--- config.mk ---
export PLATFORM = sky130hd
export DESIGN_NAME = icache_fill_ctrl
export DESIGN_NICKNAME = d
export VERILOG_FILES = /design/src/rtl/icache_pkg.sv /design/src/rtl/icache_fill_ctrl.sv
export SDC_FILE = /design/constraint.sdc
export NUM_CORES = 1
export LEC_CHECK = 0
export CELL_PAD_IN_SITES_DETAIL_PLACEMENT = 0
export CELL_PAD_IN_SITES_GLOBAL_PLACEMENT = 1
export CORE_MARGIN = 2
export CORE_UTILIZATION = 32
export DETAILED_ROUTE_END_ITERATION = 16
export PLACE_DENSITY = 0.83
export SLEW_MARGIN = 20
export SYNTH_ARGS = -nofsm -noshare
export SYNTH_HDL_FRONTEND = slang
export SYNTH_SLANG_ARGS = --single-unit
--- constraint.sdc ---
create_clock -name clk_i -period 3.55 [get_ports clk_i]
set_clock_uncertainty 0.15 [all_clocks]
set_input_delay 1.065 -clock clk_i [delete_from_list [all_inputs] [get_ports clk_i]]
set_output_delay 1.065 -clock clk_i [all_outputs]
set_load 0.05 [all_outputs]
--- src/rtl/icache_pkg.sv ---
// Shared types and constants for the instruction-cache fill controller.
package icache_pkg;

    typedef enum logic [2:0] {
        FILL_IDLE,
        FILL_REQ,
        FILL_RESP,
        FILL_WR,
        FILL_DONE
    } fill_state_t;

    localparam int unsigned DEF_ADDR_WID  = 64;
    localparam int unsigned DEF_INSTR_WID = 32;
    localparam int unsigned DEF_LENGTH    = 100;

    // Byte stride between consecutive words.
    function automatic int unsigned bytes_per_word(input int unsigned instr_wid);
        return instr_wid / 8;
    endfunction

    localparam int unsigned BYTES_PER_WORD = bytes_per_word(DEF_INSTR_WID);

    // Width needed to hold a word count in 0..length inclusive.
    function automatic int unsigned cnt_width(input int unsigned length);
        return $clog2(length + 1);
    endfunction

endpackage

--- src/rtl/icache_fill_ctrl.sv ---
// Instruction-cache fill engine: reads words from the memory bus one at a time and writes them into
// the cache starting at cache address 0, sharing the cache address port with the fetch stage.
module icache_fill_ctrl
    import icache_pkg::*;
#(
    parameter int unsigned ADDR_WID  = DEF_ADDR_WID,
    parameter int unsigned INSTR_WID = DEF_INSTR_WID,
    parameter int unsigned LENGTH    = DEF_LENGTH,
    localparam int unsigned CNT_WID  = cnt_width(LENGTH)
) (
    input  logic                 clk_i,
    input  logic                 rst_i,
    input  logic                 start_i,
    input  logic [ADDR_WID-1:0]  base_addr_i,
    input  logic [CNT_WID-1:0]   num_words_i,
    output logic                 mem_req_o,
    output logic [ADDR_WID-1:0]  mem_addr_o,
    input  logic                 mem_gnt_i,
    input  logic                 mem_rvalid_i,
    input  logic [INSTR_WID-1:0] mem_rdata_i,
    input  logic [ADDR_WID-1:0]  fetch_addr_i,
    output logic [ADDR_WID-1:0]  cache_addr_o,
    output logic                 wr_instr_en_o,
    output logic [INSTR_WID-1:0] wr_instr_o,
    output logic                 fetch_stall_o,
    output logic                 busy_o,
    output logic                 done_o,
    output logic                 err_o
);

    localparam logic [ADDR_WID-1:0] ADDR_STEP = ADDR_WID'(bytes_per_word(INSTR_WID));
    localparam logic [CNT_WID-1:0]  CNT_LIMIT = CNT_WID'(LENGTH);
    localparam logic [CNT_WID-1:0]  CNT_ONE   = CNT_WID'(1);

    fill_state_t          state_q, state_d;
    logic [CNT_WID-1:0]   count_q;
    logic [CNT_WID-1:0]   idx_q;
    logic [ADDR_WID-1:0]  mem_addr_q;
    logic [ADDR_WID-1:0]  wr_addr_q;
    logic [INSTR_WID-1:0] data_q;
    logic                 err_q;
    logic                 busy;

    // State register, word counter, address counters, read-data capture and sticky error.
    always_ff @(posedge clk_i) begin
        if (rst_i) begin
            state_q    <= FILL_IDLE;
            count_q    <= '0;
            idx_q      <= '0;
            mem_addr_q <= '0;
            wr_addr_q  <= '0;
            data_q     <= '0;
            err_q      <= 1'b0;
        end else begin
            state_q <= state_d;
            unique case (state_q)
                FILL_IDLE: begin
                    if (start_i) begin
                        count_q    <= num_words_i;
                        idx_q      <= '0;
                        mem_addr_q <= base_addr_i;
                        wr_addr_q  <= '0;
                        err_q      <= (num_words_i > CNT_LIMIT);
                    end
                end
                FILL_RESP: begin
                    if (mem_rvalid_i) begin
                        data_q <= mem_rdata_i;
                    end
                end
                FILL_WR: begin
                    // Memory and cache addresses advance together; adds wrap at ADDR_WID.
                    idx_q      <= idx_q + CNT_ONE;
                    mem_addr_q <= mem_addr_q + ADDR_STEP;
                    wr_addr_q  <= wr_addr_q + ADDR_STEP;
                end
                default: ;
            endcase
        end
    end

    // Next-state decode.
    always_comb begin
        state_d = state_q;
        unique case (state_q)
            FILL_IDLE: begin
                if (start_i) begin
                    // Empty or oversized requests finish without touching memory.
                    if ((num_words_i == '0) || (num_words_i > CNT_LIMIT)) begin
                        state_d = FILL_DONE;
                    end else begin
                        state_d = FILL_REQ;
                    end
                end
            end
            FILL_REQ: begin
                if (mem_gnt_i) begin
                    state_d = FILL_RESP;
                end
            end
            FILL_RESP: begin
                // Only rvalid seen after the grant cycle counts.
                if (mem_rvalid_i) begin
                    state_d = FILL_WR;
                end
            end
            FILL_WR: begin
                state_d = ((idx_q + CNT_ONE) == count_q) ? FILL_DONE : FILL_REQ;
            end
            FILL_DONE: begin
                state_d = FILL_IDLE;
            end
            default: begin
                state_d = FILL_IDLE;
            end
        endcase
    end

    // Output decode and cache address mux.
    always_comb begin
        mem_req_o     = 1'b0;
        wr_instr_en_o = 1'b0;
        done_o        = 1'b0;
        cache_addr_o  = fetch_addr_i;
        busy          = (state_q != FILL_IDLE);
        unique case (state_q)
            FILL_REQ: begin
                mem_req_o = 1'b1;
            end
            FILL_WR: begin
                wr_instr_en_o = 1'b1;
                cache_addr_o  = wr_addr_q;
            end
            FILL_DONE: begin
                done_o = 1'b1;
            end
            default: ;
        endcase
    end

    assign mem_addr_o    = mem_addr_q;
    assign wr_instr_o    = data_q;
    assign err_o         = err_q;
    assign busy_o        = busy;
    assign fetch_stall_o = busy;

endmodule

==> impl_results.md <==
- Chip height: 179 um
- Synth-to-Final Area Change: 50.8%
- Number of global-route vias before repair: 10300
- Wirelength per Cell: 16.1 um
- Number of vias per cell: 5.34
- Number of standard cells in the layout, taps in and fillers out: 2061
- Worst Path Class, Setup: reg2out
- Hold path depth: 2
- Post-Synth Simple-Gate Area: 0.370
- Cts bufs inserted: 17
- Slew at the pin closest to its max-slew limit: 0.698 ns
- Req. time, crit path: 2.33 ns
- Yosys warning total: 0
- Number of max-slew violations in the final report: 0
- Main combinational cell family by area after synthesis: simple AND/OR/NAND/NOR gates
- Total placed cells including tap cells: 2029
- Setup repair after global routing missed its margin: false
- Starting DRC count in detailed routing: 715
- Static leakage: 0.00521 uW
- Post-CTS setup repair buffer count: 0
- Number of antenna violations at the first check in global routing: 0
- Min Clock Period, post-route: 3.40 ns
- Leading register cell type out of synthesis: dfxtp_1
- CP cell instances: nand3b_1 -> clkinv_2 -> buf_4 -> nand2_1 -> nand2_1 -> buf_12
- Count of cells resized by post-cts repair: 0
- Critical path data arrival time: 2.18 ns
- Total Wirelength: 33200 um
- Clock tree from TritonCTS: done
- Clk_lat worst skew: 0.43 ns
- Startpoint of the most critical register-to-register path: state_q[0]
- Final-report hold violation count: 0
- Number of port buffers: 337
- R2R cell count: 6
- Int Power: 4190 uW
- Clock-pin slew on the worst setup and hold paths: 0.07 ns
- Area of the die: 0.0319 mm^2
- Total setup violations reported at the end of the flow: 0
- Commonest non-fill, non-tap cell in the layout: nand2_1
- Maximum net fanout on the critical path: 22
- Asr flop ratio synth: 0
- Final worst-path cycle share: 0.958
- Pin count of the biggest net entering global routing: 106
- Mapped Cells: 1371
- Gr ovfl total: 0
- Net Count, Synth: 1546
- Min setup slack post-route: 0.151 ns
- Horizontal die dimension: 179 um
- Parity-gate share of the synthesized area counting xor and xnor cells: 0.0206
- Net Switching: 2840 uW
- DRT antenna net count: 0
- Net switching share of the total power: 0.404
- Slew margin rel.: 0.534
- Seq pwr share: 0.344
- Total power divided by cell area: 477 mW/mm^2
- Count of unresolved DRC violations after routing: 0
- Most numerous cell on the critical path: nand2_1
- Worst reg-to-reg setup slack: 0.51 ns
- Placed wire-length estimate: 23700 um
- First-pass GRT wire length: 52300 um
- Total Power Consumption: 7030 uW
- Sink Count: 176
- Number of antenna cells inserted: 0
- Slowest library cell on the worst path: dfxtp_1
- Nets@finish: 1833
- Length of the first detailed-routing pass in iterations: 5
- Adder and majority gate portion of the synthesized area: 0.00384
- CTS root buffer: clkbuf_16
- Hold buffer count at CTS: 0
- Boundary Pins: 338
- Depth of the CTS H-tree: 4
- Endpoint of the lowest-slack register-to-register path: wr_addr_q[63]
- Worst Setup Start Kind: flop
- Share of total power in the clock network: 0.266
- RD Place Congestion: 0.834
- Syn_area_per_cell: 7.12 um^2
- Routed vias: 11000
- Max-cap violation count: 0
- Count of flip-flops with a built-in enable after synthesis: 0
- Combined global-route utilization of all metal layers: 0.201
- Worst voltage drop across the vdd grid: 0.000261 V
- Layout cells sized above 1: 0.0981
- Compound-gate portion of the synthesized area: 0.174
- Logic gate share of total power: 0.389
- Top library cells by usage in the layout, fill and taps aside: nand2_1 (371), clkdlybuf4s50_1 (271), dfxtp_1 (176)
- WHS: 0.305 ns
- Highest Clock Rate: 294 MHz
- Crit-path max cell delay: 0.59 ns
- Std-Cell Core Area: 0.0299 mm^2
- Worst hold path class: reg2reg
- Area of the mapped netlist: 0.00976 mm^2
- Status: finished, final reports clean
- Endpoint class of the critical path: output port
- Deepest clock path buffer count: 2
- Unique cell type count in the Yosys netlist: 61
- Flip-flop and latch count after synthesis: 176
- Effective utilization at floorplan: 0.327
- Post-place setup slack: 0.257 ns
- Number of core rows: 63
- Multiplexer fraction of the synthesized cell area: 0.0260
- Hold endpoint: wr_instr_o[15]
- Min-Delay Startpoint: wr_instr_o[15]
- Sequential-to-total area share from yosys stat: 0.361
==> synthesized netlist by cell type, types with 11 or more instances <==
cell type  instances  area (um^2)
dfxtp_1          176         3520
nand2_1          372         1400
xor2_1            12          105
a21oi_1          138          691
nand3_1           69          345
nand4_1           38          238
and4_1            15          131
xnor2_1           11         96.3
nor3_1            25          125
a31oi_1           31          194
nor2_1            73          274
and3_1            27          169
inv_1             19         71.3
o21ai_0           38          190
clkbuf_1          78          293
o22ai_1           11         68.8
o211ai_1          29          218
mux2_2            19          214
or3_1             29          181
nor4_1            23          144
==> cells by family (layout without fill, tap and decap cells) <==
group / count (synthesis) / in the layout
compound gates: 289 / 289
xor+xnor: 23 / 23
fa+ha+maj: 3 / 3
buf+inv: 111 / 411
flops: 176 / 176
mux: 23 / 23
simple gates: 746 / 746
==> metal layers <==
layer,vias up,track usage,share of wire
li1,5456,-,-
met3,30,0.0496,0.068
met4,0,0.0518,0.016
met1,5180,0.258,0.44
met2,334,0.336,0.47
met5,-,0,0
==> how the worst max path moves through the flow <==
stage,to,from,slack (ns),cells past startpoint
final,cache_addr_o[63],state_q[0],0.15,6
after global routing,busy_o,state_q[0],0.002,3
after CTS,cache_addr_o[63],state_q[0],0.11,6
after detailed placement,mem_addr_o[36],start_i,0.26,7
after global placement,mem_addr_o[63],start_i,0.40,7
after floorplan,cache_addr_o[15],state_q[0],-0.35,6
==> through the flow <==
step,setup TNS (ns),utilization,instance area [um^2]
6_report,0,0.493,14700
5_1_grt,0,0.493,14700
4_1_cts,0,0.493,14700
3_5_place_dp,0,0.474,14200
3_3_place_gp,0,0.474,14200
2_1_floorplan,-0.692,-,9760
==> cell type report <==
| class | count | area [um^2] |
|---|---|---|
| well taps | 390 | 488 |
| inverters | 19 | 72.6 |
| clock buffers | 20 | 447 |
| flip-flops and latches | 176 | 3520 |
| repair buffers | 360 | 4240 |
| multi-input cells | 1084 | 5830 |
| fillers | 2948 | 15200 |
| clock inverters | 12 | 124 |
==> flip-flops by register name (all words and copies together), names as in the netlist <==
| register | count |
|---|---|
| count_q | 7 |
| mem_addr_o | 64 |
| idx_q | 7 |
| wr_instr_o | 32 |
| wr_addr_q | 62 |
| state_q | 3 |
| err_o | 1 |
==> worst max-delay path, delay by kind of cell (launching register included) <==
kind          cells  cell delay (ns)
buf+inv           3             0.59
flops             1             0.59
simple gates      3             0.56
==> power by group through the flow <==
stage                     clock, uW  combinational (uW)  sequential (uW)
after global placement            0                2740             2450
after CTS                      1920                2760             2410
final                          1870                2740             2420
after floorplan                   0                1140             2890
after detailed placement          0                2760             2460
after global routing           2000                2910             2450
(Power assumes the default switching activity.)
